### src/rtl/sramx_cbus_arbiter_if.sv
// SRAM-x request channels and the downstream handshake bus as seen by sramx_cbus_arbiter.
// The master modport is the arbiter's view; slave is the surrounding core/bus environment.
interface sramx_cbus_arbiter_if #(
  parameter int unsigned NUM_CH = 2,
  parameter int unsigned ADDR_W = 32,
  parameter int unsigned DATA_W = 32
);
  logic [NUM_CH-1:0]            ch_req;
  logic [NUM_CH-1:0]            ch_wr;
  logic [3*NUM_CH-1:0]          ch_size;
  logic [ADDR_W*NUM_CH-1:0]     ch_addr;
  logic [(DATA_W/8)*NUM_CH-1:0] ch_wstrb;
  logic [DATA_W*NUM_CH-1:0]     ch_wdata;
  logic [NUM_CH-1:0]            ch_addr_ok;
  logic [NUM_CH-1:0]            ch_data_ok;
  logic [DATA_W-1:0]            ch_rdata;

  logic                         m_valid;
  logic                         m_wr;
  logic [2:0]                   m_size;
  logic [ADDR_W-1:0]            m_addr;
  logic [DATA_W/8-1:0]          m_wstrb;
  logic [DATA_W-1:0]            m_wdata;
  logic                         m_ready;
  logic                         m_resp_valid;
  logic                         m_resp_ready;
  logic [DATA_W-1:0]            m_rdata;

  modport master (
    input  ch_req, ch_wr, ch_size, ch_addr, ch_wstrb, ch_wdata,
    output ch_addr_ok, ch_data_ok, ch_rdata,
    output m_valid, m_wr, m_size, m_addr, m_wstrb, m_wdata, m_resp_ready,
    input  m_ready, m_resp_valid, m_rdata
  );

  modport slave (
    output ch_req, ch_wr, ch_size, ch_addr, ch_wstrb, ch_wdata,
    input  ch_addr_ok, ch_data_ok, ch_rdata,
    input  m_valid, m_wr, m_size, m_addr, m_wstrb, m_wdata, m_resp_ready,
    output m_ready, m_resp_valid, m_rdata
  );
endinterface

### src/rtl/sramx_cbus_arbiter.sv
// Round-robin N-channel SRAM-x arbiter with one outstanding downstream transaction.
// Optional watchdog abort (sticky bus_err) is enabled by defining CBUS_ARB_TIMEOUT_EN.
module sramx_cbus_arbiter #(
  parameter int unsigned NUM_CH         = 2,
  parameter int unsigned ADDR_W         = 32,
  parameter int unsigned DATA_W         = 32,
  parameter int unsigned TIMEOUT_CYCLES = 255
) (
  input  logic                 clk,
  input  logic                 reset,
  sramx_cbus_arbiter_if.master bus,
  output logic                 bus_err
);
  localparam int unsigned PtrW  = (NUM_CH > 1) ? $clog2(NUM_CH) : 1;
  localparam int unsigned StrbW = DATA_W / 8;

  if (NUM_CH < 1 || DATA_W % 8 != 0 || TIMEOUT_CYCLES < 1) begin : g_bad_params
    $error("sramx_cbus_arbiter: illegal parameter combination");
  end

  typedef enum logic [1:0] {StIdle, StReq, StResp} state_e;

  state_e            state_q, state_d;
  logic [PtrW-1:0]   rr_ptr_q, rr_ptr_d;
  logic [PtrW-1:0]   gnt_q, gnt_d;
  logic              wr_q, wr_d;
  logic [2:0]        size_q, size_d;
  logic [ADDR_W-1:0] addr_q, addr_d;
  logic [StrbW-1:0]  wstrb_q, wstrb_d;
  logic [DATA_W-1:0] wdata_q, wdata_d;
  logic [DATA_W-1:0] rdata_q, rdata_d;
  logic [NUM_CH-1:0] addr_ok_q, addr_ok_d;
  logic [NUM_CH-1:0] data_ok_q, data_ok_d;

  logic              req_any;
  logic [PtrW-1:0]   sel_idx;
  logic              sel_wr;
  logic [2:0]        sel_size;
  logic [ADDR_W-1:0] sel_addr;
  logic [StrbW-1:0]  sel_wstrb;
  logic [DATA_W-1:0] sel_wdata;
  logic [NUM_CH-1:0] sel_onehot, gnt_onehot;
  logic [PtrW-1:0]   ptr_inc;

  // First requesting channel at or above rr_ptr, wrapping at NUM_CH.
  always_comb begin
    logic [PtrW:0] pos;
    pos     = '0;
    req_any = 1'b0;
    sel_idx = '0;
    for (int i = 0; i < int'(NUM_CH); i++) begin
      pos = {1'b0, rr_ptr_q} + (PtrW+1)'(i);
      if (pos >= (PtrW+1)'(NUM_CH)) pos = pos - (PtrW+1)'(NUM_CH);
      if (!req_any && bus.ch_req[pos[PtrW-1:0]]) begin
        req_any = 1'b1;
        sel_idx = pos[PtrW-1:0];
      end
    end
  end

  always_comb begin
    sel_wr    = 1'b0;
    sel_size  = '0;
    sel_addr  = '0;
    sel_wstrb = '0;
    sel_wdata = '0;
    for (int i = 0; i < int'(NUM_CH); i++) begin
      if (sel_idx == PtrW'(i)) begin
        sel_wr    = bus.ch_wr[i];
        sel_size  = bus.ch_size[i*3 +: 3];
        sel_addr  = bus.ch_addr[i*ADDR_W +: ADDR_W];
        sel_wstrb = bus.ch_wstrb[i*StrbW +: StrbW];
        sel_wdata = bus.ch_wdata[i*DATA_W +: DATA_W];
      end
    end
  end

  always_comb begin
    sel_onehot          = '0;
    sel_onehot[sel_idx] = 1'b1;
    gnt_onehot          = '0;
    gnt_onehot[gnt_q]   = 1'b1;
  end

  assign ptr_inc = (gnt_q == PtrW'(NUM_CH - 1)) ? '0 : gnt_q + 1'b1;

`ifdef CBUS_ARB_TIMEOUT_EN
  localparam int unsigned CntW = $clog2(TIMEOUT_CYCLES + 1);
  localparam int unsigned RepN = (DATA_W + 31) / 32;
  localparam logic [RepN*32-1:0] DeadRep = {RepN{32'hDEAD_BEEF}};

  logic [CntW-1:0] cnt_q, cnt_d;
  logic            bus_err_q, bus_err_d;
  logic            timeout;

  assign timeout = (state_q != StIdle) && (cnt_q >= CntW'(TIMEOUT_CYCLES - 1));
  assign bus_err = bus_err_q;
`else
  assign bus_err = 1'b0;
`endif

  always_comb begin
    state_d   = state_q;
    rr_ptr_d  = rr_ptr_q;
    gnt_d     = gnt_q;
    wr_d      = wr_q;
    size_d    = size_q;
    addr_d    = addr_q;
    wstrb_d   = wstrb_q;
    wdata_d   = wdata_q;
    rdata_d   = rdata_q;
    addr_ok_d = '0;
    data_ok_d = '0;
    unique case (state_q)
      StIdle: begin
        if (req_any) begin
          gnt_d     = sel_idx;
          wr_d      = sel_wr;
          size_d    = sel_size;
          addr_d    = sel_addr;
          wstrb_d   = sel_wr ? sel_wstrb : '0;
          wdata_d   = sel_wdata;
          addr_ok_d = sel_onehot;
          state_d   = StReq;
        end
      end
      StReq: begin
        if (bus.m_ready) state_d = StResp;
      end
      StResp: begin
        if (bus.m_resp_valid) begin
          rdata_d   = bus.m_rdata;
          rr_ptr_d  = ptr_inc;
          data_ok_d = gnt_onehot;
          state_d   = StIdle;
        end
      end
      default: state_d = StIdle;
    endcase
`ifdef CBUS_ARB_TIMEOUT_EN
    cnt_d     = (state_q == StIdle) ? '0 : cnt_q + 1'b1;
    bus_err_d = bus_err_q;
    // A handshake completing in the same cycle wins over the watchdog.
    if (timeout && !(state_q == StReq && bus.m_ready) &&
        !(state_q == StResp && bus.m_resp_valid)) begin
      state_d   = StIdle;
      rdata_d   = DeadRep[DATA_W-1:0];
      rr_ptr_d  = ptr_inc;
      data_ok_d = gnt_onehot;
      bus_err_d = 1'b1;
    end
`endif
  end

  always_ff @(posedge clk) begin
    if (reset) begin
      state_q   <= StIdle;
      rr_ptr_q  <= '0;
      gnt_q     <= '0;
      wr_q      <= 1'b0;
      size_q    <= '0;
      addr_q    <= '0;
      wstrb_q   <= '0;
      wdata_q   <= '0;
      rdata_q   <= '0;
      addr_ok_q <= '0;
      data_ok_q <= '0;
    end else begin
      state_q   <= state_d;
      rr_ptr_q  <= rr_ptr_d;
      gnt_q     <= gnt_d;
      wr_q      <= wr_d;
      size_q    <= size_d;
      addr_q    <= addr_d;
      wstrb_q   <= wstrb_d;
      wdata_q   <= wdata_d;
      rdata_q   <= rdata_d;
      addr_ok_q <= addr_ok_d;
      data_ok_q <= data_ok_d;
    end
  end

`ifdef CBUS_ARB_TIMEOUT_EN
  always_ff @(posedge clk) begin
    if (reset) begin
      cnt_q     <= '0;
      bus_err_q <= 1'b0;
    end else begin
      cnt_q     <= cnt_d;
      bus_err_q <= bus_err_d;
    end
  end
`endif

  assign bus.ch_addr_ok   = addr_ok_q;
  assign bus.ch_data_ok   = data_ok_q;
  assign bus.ch_rdata     = rdata_q;
  assign bus.m_valid      = (state_q == StReq);
  assign bus.m_wr         = wr_q;
  assign bus.m_size       = size_q;
  assign bus.m_addr       = addr_q;
  assign bus.m_wstrb      = wstrb_q;
  assign bus.m_wdata      = wdata_q;
  assign bus.m_resp_ready = (state_q == StResp);
endmodule

### src/flat_wrapper.sv
// flat-port wrapper written by rule: the top's interface ports become plain ports
module sramx_cbus_arbiter_flat 
#(
  parameter int unsigned NUM_CH         = 2,
  parameter int unsigned ADDR_W         = 32,
  parameter int unsigned DATA_W         = 32,
  parameter int unsigned TIMEOUT_CYCLES = 255
)
  (clk, reset, bus_err, bus_ch_req, bus_ch_wr, bus_ch_size, bus_ch_addr, bus_ch_wstrb, bus_ch_wdata, bus_ch_addr_ok, bus_ch_data_ok, bus_ch_rdata, bus_m_valid, bus_m_wr, bus_m_size, bus_m_addr, bus_m_wstrb, bus_m_wdata, bus_m_resp_ready, bus_m_ready, bus_m_resp_valid, bus_m_rdata);
  sramx_cbus_arbiter_if #(.NUM_CH(NUM_CH), .ADDR_W(ADDR_W), .DATA_W(DATA_W)) bus_i ();
  input  logic clk;
  input  logic reset;
  output logic bus_err;
  input wire logic [$bits(bus_i.ch_req)-1:0] bus_ch_req;
  input wire logic [$bits(bus_i.ch_wr)-1:0] bus_ch_wr;
  input wire logic [$bits(bus_i.ch_size)-1:0] bus_ch_size;
  input wire logic [$bits(bus_i.ch_addr)-1:0] bus_ch_addr;
  input wire logic [$bits(bus_i.ch_wstrb)-1:0] bus_ch_wstrb;
  input wire logic [$bits(bus_i.ch_wdata)-1:0] bus_ch_wdata;
  output wire logic [$bits(bus_i.ch_addr_ok)-1:0] bus_ch_addr_ok;
  output wire logic [$bits(bus_i.ch_data_ok)-1:0] bus_ch_data_ok;
  output wire logic [$bits(bus_i.ch_rdata)-1:0] bus_ch_rdata;
  output wire logic [$bits(bus_i.m_valid)-1:0] bus_m_valid;
  output wire logic [$bits(bus_i.m_wr)-1:0] bus_m_wr;
  output wire logic [$bits(bus_i.m_size)-1:0] bus_m_size;
  output wire logic [$bits(bus_i.m_addr)-1:0] bus_m_addr;
  output wire logic [$bits(bus_i.m_wstrb)-1:0] bus_m_wstrb;
  output wire logic [$bits(bus_i.m_wdata)-1:0] bus_m_wdata;
  output wire logic [$bits(bus_i.m_resp_ready)-1:0] bus_m_resp_ready;
  input wire logic [$bits(bus_i.m_ready)-1:0] bus_m_ready;
  input wire logic [$bits(bus_i.m_resp_valid)-1:0] bus_m_resp_valid;
  input wire logic [$bits(bus_i.m_rdata)-1:0] bus_m_rdata;
  assign bus_i.ch_req = bus_ch_req;
  assign bus_i.ch_wr = bus_ch_wr;
  assign bus_i.ch_size = bus_ch_size;
  assign bus_i.ch_addr = bus_ch_addr;
  assign bus_i.ch_wstrb = bus_ch_wstrb;
  assign bus_i.ch_wdata = bus_ch_wdata;
  assign bus_ch_addr_ok = bus_i.ch_addr_ok;
  assign bus_ch_data_ok = bus_i.ch_data_ok;
  assign bus_ch_rdata = bus_i.ch_rdata;
  assign bus_m_valid = bus_i.m_valid;
  assign bus_m_wr = bus_i.m_wr;
  assign bus_m_size = bus_i.m_size;
  assign bus_m_addr = bus_i.m_addr;
  assign bus_m_wstrb = bus_i.m_wstrb;
  assign bus_m_wdata = bus_i.m_wdata;
  assign bus_m_resp_ready = bus_i.m_resp_ready;
  assign bus_i.m_ready = bus_m_ready;
  assign bus_i.m_resp_valid = bus_m_resp_valid;
  assign bus_i.m_rdata = bus_m_rdata;
  sramx_cbus_arbiter #(.NUM_CH(NUM_CH), .ADDR_W(ADDR_W), .DATA_W(DATA_W), .TIMEOUT_CYCLES(TIMEOUT_CYCLES)) u_core (.clk(clk), .reset(reset), .bus(bus_i), .bus_err(bus_err));
endmodule
### config.mk
export PLATFORM = sky130hd
export DESIGN_NAME = sramx_cbus_arbiter_flat
export DESIGN_NICKNAME = d
export VERILOG_FILES = /design/src/rtl/sramx_cbus_arbiter_if.sv /design/src/rtl/sramx_cbus_arbiter.sv /design/src/flat_wrapper.sv
export SDC_FILE = /design/constraint.sdc
export NUM_CORES = 1
export LEC_CHECK = 0
export ABC_CLOCK_PERIOD_IN_PS = 1600
export BUFFER_PORTS_ARGS = -buffer_cell sky130_fd_sc_hd__buf_2
export CORE_AREA = 2 2 114 116
export CTS_BUF_LIST = sky130_fd_sc_hd__clkbuf_8
export DETAILED_ROUTE_END_ITERATION = 16
export DIE_AREA = 0 0 116 118
export PLACE_DENSITY = 0.73
export SYNTH_ARGS = -nofsm -noshare
export SYNTH_HDL_FRONTEND = slang
export SYNTH_SLANG_ARGS = --single-unit
### constraint.sdc
create_clock -name clk -period 1.6 [get_ports clk]
set_input_delay 0.08 -clock clk [delete_from_list [all_inputs] [get_ports clk]]
set_output_delay 0.08 -clock clk [all_outputs]
set_load 0.05 [all_outputs]
==> results by group <==
GRT
  – GR Util met1: 0.257
  – Grt met2 use: 0.426
  – Met3 Track Usage GR: 0.0798
  – Initial antenna violation count: 0
  – Gr busiest metal: met2
  – Largest net degree at the start of global routing: 45
  – Total grt overflow: 0
  – Tot GR Track Use: 0.247
  – First-pass GRT wire length: 26.6 mm
  – Vias in the first global route: 5378

Timing
  – Final Setup Violations: 0
  – Min cycle time layout: 1.42 ns
  – Period utilization: 0.887
  – Hold violation total from the final report: 0
  – WHS: 0.0512 ns
  – Unrepaired setup endpoints after global routing: no
  – Worst clock skew: 0.00934 ns
  – Final TNS setup: 0 ns
  – Slew Viols, Final: 0
  – Final WS setup: 0.181 ns
  – Maximum clock frequency: 705 MHz

Layout
  – Fin nets: 1122
  – Most frequent cells in the layout: buf_2 (291), nand2_1 (208), dlygate4sd3_1 (176)
  – Most common cell after layout, fill and taps aside: buf_2
  – Final Non-Filler Cells: 1117
  – Layout fillers: 1001
  – Post-Layout Inst Area: 0.00771 mm²
  – Layout cell share with drive strength beyond 1: 0.340
  – Core Util, Final: 0.621
  – Area Growth Syn to Fin: 87.6%
  – # diodes: 0

Placed design
  – Estimated wirelength of the detail-placed design: 9.45 mm
  – Post-place instance area: 0.00574 mm²
  – Pre-CTS WS: 0.171 ns
  – Placer Congestion: 0.834
  – Port bufs: 291
  – Cells after DPL: 925

Power
  – Pwr Total: 6.78 mW
  – Worst VDD drop: 0.608 mV
  – Pleak: 3.89 nW
  – P per Cell Area: 879 mW/mm²

Setup path
  – CP startpoint kind: flop
  – Crit-path max cell delay: 0.37 ns
  – Crit-path max FO: 25
  – Required @ worst endpoint: 1.92 ns
  – Crit Reg-Reg Endpoint: u_core.bus.m_wdata[3]
  – Critical-path cell list: nor3_2, o211a_2, buf_6, a22oi_1, nand2_1
  – Worst Path Class, Setup: reg -> reg
  – FF-to-FF setup slack: 0.18 ns
  – Crit. End Element: flop
  – R2R cell count: 5
  – R2r startpoint: u_core.state_q[1]
  – Worst path slowest cell: dfxtp_1
  – CP Data Arrival Time: 1.74 ns

CTS
  – Worst-path clk slew: 0.10 ns
  – Setup bufs post-CTS: 0
  – Clock sinks: 112
  – CTS tree: built
  – Skew-Pair Late Insertion Delay: 0.38 ns
  – CTS buffer count: 9
  – H-Tree Level Count: 3
  – CTS root buf: clkbuf_8
  – Clk buf depth: 2

Run
  – # Max-Cap Violations: 0

Synth
  – Synthesis Warnings: 0
  – Top FF cell, synth: dfxtp_1
  – Mapped Avg Cell Area: 8.46 µm²
  – Synthesized flop and latch total: 112
  – Synth cell types: 27
  – Seq/Total Area, Yosys: 0.545
  – Post-synth ARST share: 0
  – Post-synthesis cell count: 486
  – Post-synth EDFFs: 0
  – Synthesized area: 0.00411 mm²
  – Net Count, Synth: 668

Worst hold path
  – Worst Hold Path EP: u_core.bus.m_wr
  – Hold WC Path Type: in -> reg
  – Hold depth: 3
  – Hold_sp: bus_ch_wr[0]

Drt
  – Routed Antenna Nets: 0
  – Via count: 5273
  – DRT Pass-1 Iters: 5
  – DRT iter0 DRCs: 459
  – Vias/cell: 4.72
  – Drt drc: 0
  – WL/cell: 15.7 µm
  – Overall routed net length: 17.5 mm

Floorplanning
  – FP Rows: 41
  – Core area: 0.0124 mm²
  – Die Y: 118 µm
  – Initial Util: 0.331
  – I/O pin cnt: 293
  – Die width: 116 µm
  – Die ar.: 0.0137 mm²

Status
  – Status: completed
==> metal layers <==
metal  wire length, µm  vias up  share of wire
met5                 0        -              0
met4               909        0          0.052
met3              1560       79          0.089
met2              8590      301           0.49
met1              6480     2364           0.37
li1                  -     2529              -
==> final cells by class <==
cell class	count	area [µm²]	area share
sequential	112	2240	0.291
tap	172	215	0.0279
clock buffer	11	151	0.0196
timing repair buffer	478	3380	0.438
clock inverter	5	55.1	0.00714
inverter	2	7.51	0.000973
multi-input combinational	337	1660	0.216
==> worst max path at each step <==
stage / start / endpoint / slack, ns / cells after the start
3_5_place_dp: u_core.state_q[1] / u_core.bus.m_addr[20] / 0.17 / 5
4_1_cts: u_core.state_q[1] / u_core.bus.m_wdata[6] / 0.14 / 5
6_report: u_core.state_q[1] / u_core.bus.m_wdata[3] / 0.18 / 5
5_1_grt: u_core.state_q[1] / u_core.bus.ch_rdata[25] / 0.01 / 5
3_3_place_gp: u_core.state_q[1] / u_core.bus.m_addr[17] / 0.23 / 5
2_1_floorplan: u_core.state_q[1] / u_core.bus.ch_rdata[22] / 0.05 / 6
==> repair_timing <==
| item | 4_1_cts | 5_1_grt |
|---|---|---|
| hold buffers | 176 | 0 |
| setup endpoints to repair | 0 | 1 |
| resized for setup | 0 | 1 |
| hold endpoints to repair | 105 | 0 |
==> state kept, by name, indices dropped and copies added, names as in the netlist, 2 cells and up <==
register and count:
u_core.bus.ch_rdata 32, u_core.bus.m_wstrb 4, u_core.state_q 2, u_core.bus.ch_addr_ok 2, u_core.bus.m_size 3, u_core.bus.m_addr 32, u_core.bus.ch_data_ok 2, u_core.bus.m_wdata 32
==> synth_stat cells (all sizes together) (2+ instances only) <==
| cell | instances | area share |
|---|---|---|
| inv | 2 | 0.0018 |
| buf | 31 | 0.045 |
| clkbuf | 4 | 0.0036 |
| dfxtp | 112 | 0.55 |
| o21ai | 5 | 0.0061 |
| nor3 | 2 | 0.0036 |
| a21oi | 34 | 0.044 |
| o211a | 2 | 0.0049 |
| nand2 | 208 | 0.19 |
| nor2 | 5 | 0.0046 |
| a22oi | 67 | 0.12 |
| mux2i | 4 | 0.0097 |
==> power breakdown <==
part	leakage (nW)	switching (mW)	internal, mW	total [mW]
Combinational	2.86	1.18	0.731	1.91
Clock	0.113	0.968	0.812	1.78
Sequential	0.917	0.107	2.98	3.09
==> critical path, delay by kind of cell (launching register included) <==
family / cells / cell delay, ns
AOI/OAI and AO/OA: 2 / 0.41
buffers and inverters: 1 / 0.23
DFF: 1 / 0.37
and+or+nand+nor: 2 / 0.34
==> cells by family after synthesis <==
kind of cell	share of synthesized area
compound gates	0.186
buf+inv	0.0505
flops	0.545
simple gates	0.208
mux	0.00974
other cells	0.000912
No activity file was read; power rests on OpenSTA's default activity.
